--- src/rtl/pci_master_fsm_if.sv ---
// Local request port and PCI initiator bus for pci_master_fsm.
// AD_in is the value the target places on AD during read data phases.
interface pci_master_fsm_if #(
  parameter int LEN_W = 8
);
  logic             req_valid;
  logic             req_ready;
  logic [3:0]       req_cmd;
  logic [31:0]      req_addr;
  logic [LEN_W-1:0] req_len;
  logic [31:0]      wdata;
  logic [3:0]       wbe;
  logic             wdata_adv;
  logic [31:0]      rd_data;
  logic             rd_valid;
  logic             done;
  logic             err;
  logic             FRAME_;
  logic             IRDY_;
  logic             TRDY_;
  logic             DEVSEL_;
  logic [31:0]      AD;
  logic [31:0]      AD_in;
  logic             ad_oe;
  logic [3:0]       C_BE_;

  modport master (
    input  req_valid, req_cmd, req_addr,
    input  req_len, wdata, wbe,
    input  TRDY_, DEVSEL_, AD_in,
    output req_ready, wdata_adv,
    output rd_data, rd_valid, done, err,
    output FRAME_, IRDY_, AD, ad_oe, C_BE_
  );

  modport slave (
    output req_valid, req_cmd, req_addr,
    output req_len, wdata, wbe,
    output TRDY_, DEVSEL_, AD_in,
    input  req_ready, wdata_adv,
    input  rd_data, rd_valid, done, err,
    input  FRAME_, IRDY_, AD, ad_oe, C_BE_
  );
endinterface

--- src/rtl/pci_master_fsm.sv ---
// PCI initiator: address phase, TRDY_-paced data phases, turnaround,
// and master abort when DEVSEL_ never asserts.
module pci_master_fsm #(
  parameter int LEN_W     = 8,
  parameter int DEVSEL_TO = 5
) (
  input  logic clk,
  input  logic reset_,
  pci_master_fsm_if.master bus
);

  localparam int TW = $clog2(DEVSEL_TO + 1);

  typedef enum logic [2:0] {
    S_IDLE,
    S_ADDR,
    S_DATA,
    S_ABORT,
    S_TURN
  } state_t;

  state_t           r_state, w_state;
  logic             r_write, w_write;
  logic [LEN_W-1:0] r_rem, w_rem;
  logic [TW-1:0]    r_tmr, w_tmr;
  logic             r_dsel, w_dsel;
  logic             r_frame_n, w_frame_n;
  logic             r_irdy_n, w_irdy_n;
  logic [31:0]      r_ad, w_ad;
  logic             r_ad_oe, w_ad_oe;
  logic [3:0]       r_cbe, w_cbe;
  logic [31:0]      r_rd_data, w_rd_data;
  logic             r_rd_valid, w_rd_valid;
  logic             r_done, w_done;
  logic             r_err, w_err;
  logic             w_beat;
  logic             w_to;

  assign w_beat = (r_state == S_DATA)
                && !r_irdy_n && !bus.TRDY_;

  always_comb begin
    w_state    = r_state;
    w_write    = r_write;
    w_rem      = r_rem;
    w_tmr      = r_tmr;
    w_dsel     = r_dsel;
    w_frame_n  = r_frame_n;
    w_irdy_n   = r_irdy_n;
    w_ad       = r_ad;
    w_ad_oe    = r_ad_oe;
    w_cbe      = r_cbe;
    w_rd_data  = r_rd_data;
    w_rd_valid = 1'b0;
    w_done     = 1'b0;
    w_err      = 1'b0;
    w_to       = 1'b0;
    unique case (r_state)
      S_IDLE: begin
        if (bus.req_valid) begin
          w_state   = S_ADDR;
          w_write   = bus.req_cmd[0];
          w_rem     = (bus.req_len == '0)
                    ? LEN_W'(1) : bus.req_len;
          w_tmr     = '0;
          w_dsel    = 1'b0;
          w_frame_n = 1'b0;
          w_irdy_n  = 1'b1;
          w_ad      = bus.req_addr;
          w_cbe     = bus.req_cmd;
          w_ad_oe   = 1'b1;
        end
      end
      S_ADDR: begin
        w_state   = S_DATA;
        w_tmr     = '0;
        w_dsel    = 1'b0;
        w_irdy_n  = 1'b0;
        w_frame_n = (r_rem == LEN_W'(1));
        w_cbe     = bus.wbe;
        w_ad      = r_write ? bus.wdata : '0;
        w_ad_oe   = r_write;
      end
      S_DATA: begin
        // timer saturates so a late non-beat cycle still aborts
        if (!bus.DEVSEL_) begin
          w_dsel = 1'b1;
        end else if (!r_dsel
                     && r_tmr != TW'(DEVSEL_TO)) begin
          w_tmr = r_tmr + TW'(1);
        end
        w_to = !r_dsel && bus.DEVSEL_
             && (w_tmr == TW'(DEVSEL_TO));
        if (w_beat) begin
          if (!r_write) begin
            w_rd_data  = bus.AD_in;
            w_rd_valid = 1'b1;
          end
          if (r_rem == LEN_W'(1)) begin
            w_state   = S_TURN;
            w_frame_n = 1'b1;
            w_irdy_n  = 1'b1;
            w_ad_oe   = 1'b0;
            w_cbe     = 4'hF;
            w_ad      = '0;
            w_done    = 1'b1;
          end else begin
            w_rem     = r_rem - LEN_W'(1);
            w_frame_n = (r_rem == LEN_W'(2));
            w_cbe     = bus.wbe;
            w_ad      = r_write ? bus.wdata : '0;
          end
        end else if (w_to) begin
          w_state   = S_ABORT;
          w_frame_n = 1'b1;
          w_irdy_n  = 1'b0;
        end
      end
      S_ABORT: begin
        w_state   = S_TURN;
        w_frame_n = 1'b1;
        w_irdy_n  = 1'b1;
        w_ad_oe   = 1'b0;
        w_cbe     = 4'hF;
        w_ad      = '0;
        w_done    = 1'b1;
        w_err     = 1'b1;
      end
      S_TURN: begin
        w_state = S_IDLE;
      end
      default: begin
        w_state = S_IDLE;
      end
    endcase
  end

  always_ff @(posedge clk or negedge reset_) begin
    if (!reset_) begin
      r_state    <= S_IDLE;
      r_write    <= 1'b0;
      r_rem      <= '0;
      r_tmr      <= '0;
      r_dsel     <= 1'b0;
      r_frame_n  <= 1'b1;
      r_irdy_n   <= 1'b1;
      r_ad       <= '0;
      r_ad_oe    <= 1'b0;
      r_cbe      <= 4'hF;
      r_rd_data  <= '0;
      r_rd_valid <= 1'b0;
      r_done     <= 1'b0;
      r_err      <= 1'b0;
    end else begin
      r_state    <= w_state;
      r_write    <= w_write;
      r_rem      <= w_rem;
      r_tmr      <= w_tmr;
      r_dsel     <= w_dsel;
      r_frame_n  <= w_frame_n;
      r_irdy_n   <= w_irdy_n;
      r_ad       <= w_ad;
      r_ad_oe    <= w_ad_oe;
      r_cbe      <= w_cbe;
      r_rd_data  <= w_rd_data;
      r_rd_valid <= w_rd_valid;
      r_done     <= w_done;
      r_err      <= w_err;
    end
  end

  // client must show the following beat while wdata_adv is high
  assign bus.wdata_adv = w_beat && r_write;
  assign bus.req_ready = (r_state == S_IDLE);
  assign bus.FRAME_    = r_frame_n;
  assign bus.IRDY_     = r_irdy_n;
  assign bus.AD        = r_ad;
  assign bus.ad_oe     = r_ad_oe;
  assign bus.C_BE_     = r_cbe;
  assign bus.rd_data   = r_rd_data;
  assign bus.rd_valid  = r_rd_valid;
  assign bus.done      = r_done;
  assign bus.err       = r_err;

endmodule

--- src/flat_wrapper.sv ---
// flat-port wrapper written by rule: the top's interface ports become plain ports
module pci_master_fsm_flat 
#(
  parameter int LEN_W     = 8,
  parameter int DEVSEL_TO = 5
)
  (clk, reset_, bus_req_valid, bus_req_cmd, bus_req_addr, bus_req_len, bus_wdata, bus_wbe, bus_TRDY_, bus_DEVSEL_, bus_AD_in, bus_req_ready, bus_wdata_adv, bus_rd_data, bus_rd_valid, bus_done, bus_err, bus_FRAME_, bus_IRDY_, bus_AD, bus_ad_oe, bus_C_BE_);
  pci_master_fsm_if #(.LEN_W(LEN_W)) bus_i ();
  input  logic clk;
  input  logic reset_;
  input wire logic [$bits(bus_i.req_valid)-1:0] bus_req_valid;
  input wire logic [$bits(bus_i.req_cmd)-1:0] bus_req_cmd;
  input wire logic [$bits(bus_i.req_addr)-1:0] bus_req_addr;
  input wire logic [$bits(bus_i.req_len)-1:0] bus_req_len;
  input wire logic [$bits(bus_i.wdata)-1:0] bus_wdata;
  input wire logic [$bits(bus_i.wbe)-1:0] bus_wbe;
  input wire logic [$bits(bus_i.TRDY_)-1:0] bus_TRDY_;
  input wire logic [$bits(bus_i.DEVSEL_)-1:0] bus_DEVSEL_;
  input wire logic [$bits(bus_i.AD_in)-1:0] bus_AD_in;
  output wire logic [$bits(bus_i.req_ready)-1:0] bus_req_ready;
  output wire logic [$bits(bus_i.wdata_adv)-1:0] bus_wdata_adv;
  output wire logic [$bits(bus_i.rd_data)-1:0] bus_rd_data;
  output wire logic [$bits(bus_i.rd_valid)-1:0] bus_rd_valid;
  output wire logic [$bits(bus_i.done)-1:0] bus_done;
  output wire logic [$bits(bus_i.err)-1:0] bus_err;
  output wire logic [$bits(bus_i.FRAME_)-1:0] bus_FRAME_;
  output wire logic [$bits(bus_i.IRDY_)-1:0] bus_IRDY_;
  output wire logic [$bits(bus_i.AD)-1:0] bus_AD;
  output wire logic [$bits(bus_i.ad_oe)-1:0] bus_ad_oe;
  output wire logic [$bits(bus_i.C_BE_)-1:0] bus_C_BE_;
  assign bus_i.req_valid = bus_req_valid;
  assign bus_i.req_cmd = bus_req_cmd;
  assign bus_i.req_addr = bus_req_addr;
  assign bus_i.req_len = bus_req_len;
  assign bus_i.wdata = bus_wdata;
  assign bus_i.wbe = bus_wbe;
  assign bus_i.TRDY_ = bus_TRDY_;
  assign bus_i.DEVSEL_ = bus_DEVSEL_;
  assign bus_i.AD_in = bus_AD_in;
  assign bus_req_ready = bus_i.req_ready;
  assign bus_wdata_adv = bus_i.wdata_adv;
  assign bus_rd_data = bus_i.rd_data;
  assign bus_rd_valid = bus_i.rd_valid;
  assign bus_done = bus_i.done;
  assign bus_err = bus_i.err;
  assign bus_FRAME_ = bus_i.FRAME_;
  assign bus_IRDY_ = bus_i.IRDY_;
  assign bus_AD = bus_i.AD;
  assign bus_ad_oe = bus_i.ad_oe;
  assign bus_C_BE_ = bus_i.C_BE_;
  pci_master_fsm #(.LEN_W(LEN_W), .DEVSEL_TO(DEVSEL_TO)) u_core (.clk(clk), .reset_(reset_), .bus(bus_i));
endmodule
--- config.mk ---
export PLATFORM = sky130hd
export DESIGN_NAME = pci_master_fsm_flat
export DESIGN_NICKNAME = d
export VERILOG_FILES = /design/src/rtl/pci_master_fsm_if.sv /design/src/rtl/pci_master_fsm.sv /design/src/flat_wrapper.sv
export SDC_FILE = /design/constraint.sdc
export NUM_CORES = 1
export LEC_CHECK = 0
export CAP_MARGIN = 10
export CORE_MARGIN = 2
export CORE_UTILIZATION = 45
export DETAILED_ROUTE_END_ITERATION = 16
export PLACE_DENSITY = 0.95
export SYNTH_ARGS = -nofsm -noshare
export SYNTH_HDL_FRONTEND = slang
export SYNTH_SLANG_ARGS = --single-unit
--- constraint.sdc ---
create_clock -name clk -period 5.5 [get_ports clk]
set_clock_uncertainty 0.2 [all_clocks]
set_input_delay 1.1 -clock clk [delete_from_list [all_inputs] [get_ports clk]]
set_output_delay 1.1 -clock clk [all_outputs]
set_load 0.03 [all_outputs]
; ---- Word level (Yosys, flattened, before mapping)
; Index checks and enable logic that the tools add are counted.
[classes]
reduce_logical = 24
n_mul = 0
mux = 46
addsub = 2
div = 0
shift = 0
n_bitwise = 1
n_lt_le_gt_ge = 0
n_eq_ne = 14
[ops]
columns = cell, count
row1 = $mux 32, 4
row2 = $pmux 32 s4, 1
row3 = $mux 8, 4
row4 = $mux 3, 8
row5 = $mux 1, 17
row6 = $pmux 4 s4, 1
row7 = $pmux 8 s2, 1
row8 = $reduce_and 3->1, 5
row9 = $mux 4, 3
row10 = $pmux 1 s4, 3
row11 = $pmux 3 s4, 1
row12 = $reduce_and 4->1, 3
row13 = $pmux 3 s3, 1
row14 = $eq 8x1->1 const B, 1
row15 = $eq 8x2->1 const B, 1
row16 = $logic_not 8->1, 1
row17 = $ne 2x2->1 const B, 4
row18 = $sub 8x1->8 const B, 1
row19 = $eq 3x2->1 const B, 2
row20 = $logic_and 1x1->1, 6
row21 = $ne 3x3->1 const B, 2
row22 = $reduce_and 2->1, 2
row23 = $reduce_bool 4->1, 1
row24 = $add 3x1->3 const B, 1
row25 = 11 further kinds, 13
[totals]
ff_bits = 90
wordCells = 101
rom_bits = 0
ram_bits = 0
latch_bits = 0
output_inout_bits = 76
memories = 0

; ---- Logic depth before layout (Yosys ltp)
[logic_depth]
depth_word = 10
ltp_mapped = 8
depth_no_buf = 7

; ---- Worst setup path after synthesis
; OpenSTA, ideal clock, no wires.
[synth_timing]
kind = input to output
startpoint = input port bus_TRDY_
endpoint = output port bus_wdata_adv
path_buffers = 0
path_slack_ps = 2618
arrival_ps = 1582
cell_stages = 2
path_cell_list = nor2_4 and3_1
[synth_via]
elab_chain_cells = 3
[synth_rtl]
columns = item, line
row1 = "start, declared", flat_wrapper.sv:17  ; input wire logic [$bits(bus_i.TRDY_)-1:0] bus_TRDY_;
row2 = $logic_not 1->1, pci_master_fsm.sv:40  ; && !r_irdy_n && !bus.TRDY_;
row3 = $logic_and 1x1->1, pci_master_fsm.sv:40
row4 = $logic_and 1x1->1, pci_master_fsm.sv:173  ; assign bus.wdata_adv = w_beat && r_write;
row5 = "end, declared", flat_wrapper.sv:21  ; output wire logic [$bits(bus_i.wdata_adv)-1:0] bus_wdata_adv;
; No other way between the ends.

; ---- Final worst setup path
; Same ends and word-level chain as after synthesis.

==> reports/metrics.cfg <==
[outcome]
status = complete, no violations

[critical_path]
worst_setup_path_start_kind = primary input
crit_path_cell_trace = clkdlybuf4s50_1 -> nor2_4 -> and3_1 -> clkdlybuf4s50_1
worst_setup_path_startpoint = bus_TRDY_
crit_path_max_fanout = 5
worst-endpoint-required_ns = 4.20
cp_top_delay_family = buffers and inverters
path_buf_inv = 2
worst_ep_arrival_time_ns = 2.66
critical_setup_path_class = in -> out
critical_path.endpoint_type = primary output
cpPeakStageDelay_ns = 0.69
timing.rr.start = u_core.r_state[0]
slowest_stage = clkdlybuf4s50_1
crit_top_cell = clkdlybuf4s50_1

[yosys]
synthMuxAreaShare_pct = 9.52
compound_cell_area_share_of_the_yosys_netlist_pct = 17.6
ys_types = 54
synth-simple-area-share_pct = 14.3
synth_top_flop_cell = dfrtp_1
postSynthRegisterBits = 90
synth_xor_xnor_area_share_pct = 0
part_of_the_yosys_area_used_for_sequential_elements_pct = 52.3
yosys_warnings = 0
synth_edf_count = 0
synth_fa_ha_area_share_pct = 1.45
syn-instance-count = 363
avg_inst_size_synth_um2 = 11.9
syn_nets = 485
synth_top_family_by_area = compound AO/OA/AOI/OAI gates
async_reset_ff_share_pct = 100
synthesis.area_um2 = 4320

[pwr]
maximum_resistive_drop_on_vdd_v = 0.000279
p_leak_nw = 2.73
powerDensity_nw_per_um2 = 594

[clocking]
cts_made_buffers = 9
clk_transition_reported_paths_ns = 0.08
cts_num_sinks = 90
ctsHoldBuffers = 0
clock_tree.htree_level_count = 3
clock_network_latency_to_the_later_pin_of_the_worst_skew_pair_ns = 0.34
post_cts_resize_count = 0
postCtsSetupBuffers = 0
tritoncts = built
largest_buffer_count_on_any_clock_path = 2
clock_tree.root_cell = clkbuf_8

[route]
vias = 3750
detailedRoute.firstPassIterationCount = 4
postRouteWirelength_um = 12700
drt-vias-per-instance = 5.55
drt_iter0_markers = 142
route.detailed.drc = 0
detail-route-antenna-nets = 0
avgRoutedWirePerCell_um = 18.8

[global_routing]
gr_ovfl_total = 0
wire_length_of_the_first_global_routing_pass_um = 19500
grt_start_max_net_pins = 53
grt.total_usage_pct = 24.2
first_global_vias = 3901
grt_antenna_before_repair = 0

[sta]
timing.max_slew.rel_slack_pct = 17.6
setup_violations = 0
timing_max_transition_violations_final = 0
totalNegativeSetupSlack_ns = 0
holdWs_ns = 0.311
grt_setup_unrepaired = no
tightest_slew_ns = 1.24
final_period_minus_worst_setup_slack_ns = 3.96
fmax_mhz = 253
hold_viol_final = 0
finalCritPeriodShare_pct = 71.9

[final_layout]
antennaDiodeCount = 0
postLayoutCellArea_um2 = 6450
num-nets-final = 666
multi_input_area_um2 = 1860
post_route_cells_drive_above_1_share_pct = 13.5
layout-area-overhead-vs-synth_pct = 49.3
fillerInstances = 680
storage_cell_area_um2 = 2260

[place]
dpl_cell_area_um2 = 6250
finalWeightedCongestion = 0.814
io_buffer_count = 192
hpwl_um = 9530

[floorplanning]
rows = 35
die-height_um = 102
die_w_um = 102
die_area_um2 = 10400
core_um2 = 9280
io-pin-count = 193
initial_core_util_pct = 46.6

[worst_hold_path]
holdCritPathClass = reg -> reg
timing.hold.worst.start = u_core.bus.rd_data[22]

[flow_run]
max_cap_viol_count = 0

[kinds of logic after synthesis]
| logic type | Yosys count |
|---|---|
| AO/OA/AOI/OAI | 97 |
| AND/OR/NAND/NOR | 101 |
| multiplexers | 37 |
| buffers and inverters | 33 |
| flip-flops | 90 |
| adder cells (fa/ha/maj) | 5 |
[state kept, by name (all words and copies together) (netlist names), 3 cells and up]
register            count
u_core.bus.AD          32
u_core.bus.rd_data     32
u_core.r_rem            8
u_core.bus.C_BE_        4
u_core.r_state          3
u_core.r_tmr            3
[path summary, 6_finish.rpt]
path	to	slack [ns]	cells after the start
worst max-delay path	bus_wdata_adv	1.54	4
worst min-delay path	u_core.bus.rd_data[22]	0.31	1
worst max register to register	u_core.bus.C_BE_[0]	2.81	4
worst min register to register	u_core.bus.rd_data[22]	0.31	1
max in group asynchronous	u_core.bus.AD[2]	3.54	2
min in group asynchronous	u_core.bus.rd_data[7]	0.51	1
[cells in the final DEF (no fill, tap or decap), types with 3 or more instances in the layout]
master             n
a21oi_1           13
a21oi_2            6
a221o_1           32
a22oi_1            4
and3_1            35
buf_4              4
clkbuf_8           9
clkdlybuf4s50_1  191
dfrtp_1           84
dfstp_2            6
ha_1               5
inv_1              8
mux2_2            33
mux2i_1            4
nand2_1           13
nand2b_1           6
nand3_1            6
nor2_1             9
nor2b_1            7
nor3_1             6
o211ai_1           3
o21ai_0           16
o22a_1             4
o22ai_1            3
[routing by layer]
metal | part of all wire, % | vias up | global-route usage (%)
li1 | - | 1725 | -
met1 | 38 | 1844 | 28.2
met2 | 54 | 165 | 43.9
met3 | 6.6 | 16 | 5.06
met4 | 1.5 | 0 | 8.92
met5 | 0 | - | 0
[metrics by stage]
stage / utilization (%) / power, mW / worst slack, ns / cells
floorplan: - / 2.57 / 2.62 / 363
global placement: 67.3 / 3.26 / 1.56 / 662
detailed placement: 67.3 / 3.37 / 1.53 / 662
CTS: 69.5 / 3.85 / 1.53 / 676
global route: 69.5 / 4.06 / 1.47 / 676
finish: 69.5 / 3.83 / 1.54 / 676
[power by group]
group | internal, mW | switching, mW | total, mW | leakage, nW
Sequential | 0.982 | 0.247 | 1.23 | 1.09
Clock | 0.251 | 0.231 | 0.482 | 0.101
Combinational | 0.956 | 1.17 | 2.12 | 1.54
[Yosys cell counts (2+ instances only)]
cell type	number	area, µm²
dfstp_2	6	158
o21ai_0	16	80.1
o22ai_1	3	18.8
nand2b_1	6	37.5
mux2_2	33	372
o21bai_1	3	22.5
a22oi_1	4	30.0
buf_4	2	15.0
nor4_1	2	12.5
inv_1	8	30.0
o22a_1	4	35.0
clkbuf_1	8	30.0
nor2b_1	7	43.8
o211ai_1	3	22.5
a21oi_2	6	52.6
nand3_1	6	30.0
buf_2	4	20.0
nor2_1	9	33.8
nand2_1	13	48.8
a221o_1	32	320
nor3_1	6	30.0
o21a_1	2	15.0
dfrtp_1	84	2100
buf_6	10	113
mux2i_1	4	40.0
ha_1	5	62.6
a21oi_1	13	65.1
and3_1	35	219
or4_1	2	15.0
a31oi_1	2	12.5
nand3b_1	2	15.0
[area by class of cell]
type	instances	share of cell area [%]
tap	129	2.50
sequential	90	35.0
inverter	8	0.465
clock inverter	5	1.26
clock buffer	9	1.92
timing repair buffer	195	30.1
multi-input combinational	240	28.8
Note: power is estimated with default switching activity, not from simulation.
==> RTL edit 1: new RTL, same settings <==
`LEN_W` is set to 8 in 3 places; all go to 16.
--- a/src/rtl/pci_master_fsm_if.sv
+++ b/src/rtl/pci_master_fsm_if.sv
@@ -3,3 +3,3 @@
 interface pci_master_fsm_if #(
-  parameter int LEN_W = 8
+  parameter int LEN_W = 16
 );
--- a/src/rtl/pci_master_fsm.sv
+++ b/src/rtl/pci_master_fsm.sv
@@ -3,3 +3,3 @@
 module pci_master_fsm #(
-  parameter int LEN_W     = 8,
+  parameter int LEN_W     = 16,
   parameter int DEVSEL_TO = 5
--- a/src/flat_wrapper.sv
+++ b/src/flat_wrapper.sv
@@ -3,3 +3,3 @@
 #(
-  parameter int LEN_W     = 8,
+  parameter int LEN_W     = 16,
   parameter int DEVSEL_TO = 5
Interface: changed (resized bus_req_len); port bits go from 193 to 201. No check against the original RTL was run, so the function may have changed too.
==> RTL edit 1 against the original RTL <==
Synthesized cell count rose by 16%; final area rose by 8.3%; power rose by 7.6%; synthesized area rose by 8.4%; core utilization fell by 1.2 points; via count rose by 15%; register-to-register slack got worse by 0.49 ns; routed wire length rose by 9.8%; sequential cell count rose by 8; fmax fell by 4.8%; worst setup slack got worse by 0.20 ns; die area rose by 8.1%; cell count rose by 11%; largest power group unchanged.
==> RTL edit 1: results <==
export IMPL_slowest_stage="clkdlybuf4s50_1"
export IMPL_cts_resized_gates=0
export IMPL_synth_area_leaders="dfrtp_1, a221o_1, mux2_2, and3_1, dfstp_2"
export IMPL_syn_nets=550
export IMPL_layout_nets=735
export IMPL_leakage_nw=2.93
export IMPL_worst_ep_arrival_time_ns=2.86
export IMPL_status="complete, no violations"
export IMPL_clock_latency_ns=0.36
export IMPL_place_gp_congestion=0.874
export IMPL_cts_root_buffer="clkbuf_8"
export IMPL_grt_pass1_wl_um=22100
export IMPL_antenna_found_initial=1
export IMPL_drt_pass1_iter_count=5
export IMPL_first_global_vias=4345
export IMPL_grt_usage_pct=24.8
export IMPL_worstMarginPinSlew_ns=1.20
export IMPL_grt_overflow=0
export IMPL_ys_seq_area_share_pct=52.5
export IMPL_cts_made_buffers=9
export IMPL_min_path_type="reg2reg"
export IMPL_async_flop_share_pct=100
export IMPL_dp_hpwl_um=10100
export IMPL_peakVddDrop_mv=0.323
export IMPL_preCtsSetupSlack_ns=1.28
export IMPL_crit_fanout=8
export IMPL_ys_warnings_count=0
export IMPL_viasPerCell=5.78
export IMPL_synth_common_cells="dfrtp_1, and3_1, a221o_1"
export IMPL_io_buffers=200
export IMPL_post_cts_buffers=0
export IMPL_cts_path_max_buffers=2
export IMPL_path_clk_slew_ns=0.09
export IMPL_cp_slowest_stage_delay_ns=0.69
export IMPL_initialDrtViolationCount=280
export IMPL_setup_viol=0
export IMPL_post_drt_wl_per_cell_um=18.7
export IMPL_yosysUniqueCellTypes=57
export IMPL_drive_gt1_share_pct=11.0
export IMPL_grt_max_degree=57
export IMPL_cts_max_level=3
-- RTL edit 1: layout make-up --
type / count / area (um2)
diodes: 1 / 2.50
clock buffers: 11 / 141
clock inverters: 5 / 85.1
fillers: 753 / 3240
inverters: 5 / 18.8
multi-input cells: 285 / 2050
flip-flops and latches: 98 / 2460
well taps: 136 / 170
repair buffers: 206 / 2060
-- RTL edit 1: worst max-delay path, delay by kind of cell --
kind,cells,cell delay (ns)
and+or+nand+nor,2,0.65
buffers and inverters,2,1.10
-- RTL edit 1: kinds of logic (layout without fill, tap and decap cells) --
logic type / Yosys count / count (layout) / synth area share (%)
multiplexers: 37 / 37 / 8.81
other: 0 / 1 / 0
flip-flops: 98 / 98 / 52.5
adder cells (fa/ha/maj): 5 / 5 / 1.33
buffers and inverters: 37 / 227 / 3.95
AO/OA/AOI/OAI: 120 / 120 / 18.6
AND/OR/NAND/NOR: 123 / 123 / 14.9
-- RTL edit 1: path summary, 6_finish.rpt --
| path | end | from | slack (ns) | cells after the start |
|---|---|---|---|---|
| worst max register to register | u_core.bus.AD[1] | u_core.bus.IRDY_ | 2.32 | 6 |
| min in group asynchronous | u_core.bus.AD[26] | reset_ | 0.51 | 1 |
| worst max-delay path | bus_wdata_adv | bus_TRDY_ | 1.34 | 4 |
| worst min-delay path | u_core.bus.C_BE_[3] | u_core.bus.C_BE_[3] | 0.29 | 2 |
| worst min register to register | u_core.bus.C_BE_[3] | u_core.bus.C_BE_[3] | 0.29 | 2 |
| max in group asynchronous | u_core.bus.rd_data[20] | reset_ | 3.46 | 2 |
-- RTL edit 1: power breakdown --
part	leakage [nW]	total, mW	internal [mW]	switching, mW
logic	1.61	2.26	1.01	1.25
clock network	0.110	0.531	0.272	0.259
registers	1.21	1.34	1.06	0.273
total	2.93	4.13	2.34	1.78
-- RTL edit 1: per-layer routing --
layer	track usage (%)	up-vias	routed length, um
met5	0	-	0
met4	8.83	0	341
met3	6.13	32	1080
met2	42.4	226	7060
met1	30.5	2083	5460
li1	-	1977	-
-- RTL edit 1: metrics by stage --
step | area [um2] | instances | total power, mW | utilization (%) | hold slack [ns]
2_1_floorplan | 4690 | 420 | 2.71 | - | 0.275
3_3_place_gp | 6740 | 729 | 3.45 | 65.8 | 0.271
4_1_cts | 6960 | 745 | 4.10 | 68.0 | 0.290
3_5_place_dp | 6740 | 729 | 3.56 | 65.8 | 0.276
6_report | 6990 | 747 | 4.13 | 68.3 | 0.290
5_1_grt | 6990 | 747 | 4.36 | 68.3 | 0.317
==> RTL edit 2: new RTL, same settings <==
Made on the original files. Make the reset (`reset_`) synchronous in one clocked block.
--- a/src/rtl/pci_master_fsm.sv
+++ b/src/rtl/pci_master_fsm.sv
@@ -137,3 +137,3 @@
 
-  always_ff @(posedge clk or negedge reset_) begin
+  always_ff @(posedge clk) begin
     if (!reset_) begin
Function: differs if reset_ is asserted again (counterexample within 4 cycles, from zero or initial values and one cycle with reset_ low); with reset_ held inactive, the same outputs for 4 cycles.
==> RTL edit 2 against the original RTL <==
Routed wire length up 6.1%; die area increased by 2.9%; clock power rose by 4%; final area grew 2.8%; synthesized area up 3.0%; power down 22%; non-clock buffer count grew 3; highest routed layer unchanged; largest power group unchanged; worst setup slack worse by 0.26 ns; sequential cell count unchanged; fmax shrank 6.1%.
==> RTL edit 2: results <==
export IMPL_syn_inst=504
export IMPL_initialDrtViolationCount=168
export IMPL_cp_startpoint="bus_TRDY_"
export IMPL_antenna_found_initial=0
export IMPL_wl_met3_um=1060
export IMPL_io_buffers=192
export IMPL_cts_max_level=3
export IMPL_place_gp_congestion=0.839
export IMPL_grt_max_degree=57
export IMPL_async_flop_share_pct=0
export IMPL_antennaDiodeCount=0
export IMPL_post_drt_wl_per_cell_um=16.6
export IMPL_power_frac_comb_pct=49.3
export IMPL_yosysUniqueCellTypes=56
export IMPL_leakage_nw=2.39
export IMPL_grt_usage_pct=24.9
export IMPL_status="complete, no violations"
export IMPL_reg2reg_depth=4
export IMPL_reg2reg_slack_ns=2.43
export IMPL_drt_pass1_iter_count=4
export IMPL_endpoint="bus_wdata_adv"
export IMPL_min_path_type="reg2reg"
export IMPL_drc=0
export IMPL_setup_worst_path_end_class="output port"
export IMPL_hold_depth=2
export IMPL_synth_common_cells="dfxtp_1, nand2_1, nor2_1"
export IMPL_cts_resized_gates=0
export IMPL_ys_warnings_count=0
export IMPL_viasPerCell=5.56
export IMPL_dp_hpwl_um=9520
export IMPL_worst_ep_arrival_time_ns=2.91
export IMPL_p_clk_share_pct=16.7
export IMPL_synth_area_leaders="dfxtp_1, a221oi_2, nand2_1, nor2_1, o221ai_1"
export IMPL_crit_fanout=4
export IMPL_gr_usage_met3_pct=5.91
export IMPL_vias=4523
export IMPL_post_cts_buffers=0
export IMPL_setup_slack_ns=1.29
export IMPL_cts_made_buffers=9
export IMPL_grt_use_met2_pct=43.7
export IMPL_hold_violations=0
export IMPL_ys_seq_area_share_pct=40.5
export IMPL_met2_wirelength_um=6720
export IMPL_grt_pass1_wl_um=20900
export IMPL_drive_gt1_share_pct=10.4
export IMPL_p_sw_share_pct=42.6
export IMPL_syn_nets=626
export IMPL_timing_rr_start="u_core.r_state[1]"
export IMPL_highest_layer="met4"
export IMPL_placed_cells=798
export IMPL_wl_met1_um=5280
export IMPL_grt_use_met1_pct=28.3
export IMPL_cts_root_buffer="clkbuf_8"
export IMPL_cts_path_max_buffers=2
export IMPL_peakVddDrop_mv=0.305
export IMPL_worstReg2RegEnd="u_core.bus.rd_data[25]"
export IMPL_power_total_mw=2.99
export IMPL_relSlewSlack_pct=21.8
RTL edit 2: kinds of logic (layout without fill, tap and decap cells):
| logic type | count (synthesis) | in the layout | share of synthesized area (%) |
|---|---|---|---|
| DFF | 90 | 90 | 40.5 |
| xor gates and xnor gates | 1 | 1 | 0.197 |
| adders and majority gates | 5 | 5 | 1.40 |
| muxes | 2 | 2 | 0.450 |
| buffers and inverters | 46 | 223 | 4.89 |
| AOI/OAI and AO/OA | 167 | 167 | 32.1 |
| and+or+nand+nor | 193 | 193 | 20.5 |
RTL edit 2: final cells by class:
cell class,instances,area (um2)
Fill cell,737,3050
Multi-Input combinational cell,368,2450
Timing Repair Buffer,198,1960
Sequential cell,90,1800
Tap cell,133,166
Clock buffer,10,128
Clock inverter,6,90.1
Inverter,9,33.8
RTL edit 2: worst min-delay path by stage:
stage | from | endpoint | slack, ns
after detailed placement | u_core.bus.rd_data[21] | u_core.bus.rd_data[21] | 0.24
after CTS | u_core.bus.rd_data[21] | u_core.bus.rd_data[21] | 0.26
after floorplan | u_core.r_write | u_core.r_write | 0.29
after global routing | u_core.bus.rd_data[9] | u_core.bus.rd_data[9] | 0.28
final | u_core.bus.rd_data[24] | u_core.bus.rd_data[24] | 0.25
after global placement | u_core.bus.rd_data[9] | u_core.bus.rd_data[9] | 0.24
RTL edit 2: stage by stage:
stage / cell area (um2) / hold WS, ns
floorplan: 4450 / 0.294
global placement: 6410 / 0.241
detailed placement: 6410 / 0.244
CTS: 6630 / 0.257
global route: 6630 / 0.279
finish: 6630 / 0.255
RTL edit 2: critical path, cell delays in order:
cell and delay (ns):
clkdlybuf4s50_1 0.46, or2_2 0.36, nor3_1 0.26, clkdlybuf4s50_1 0.73
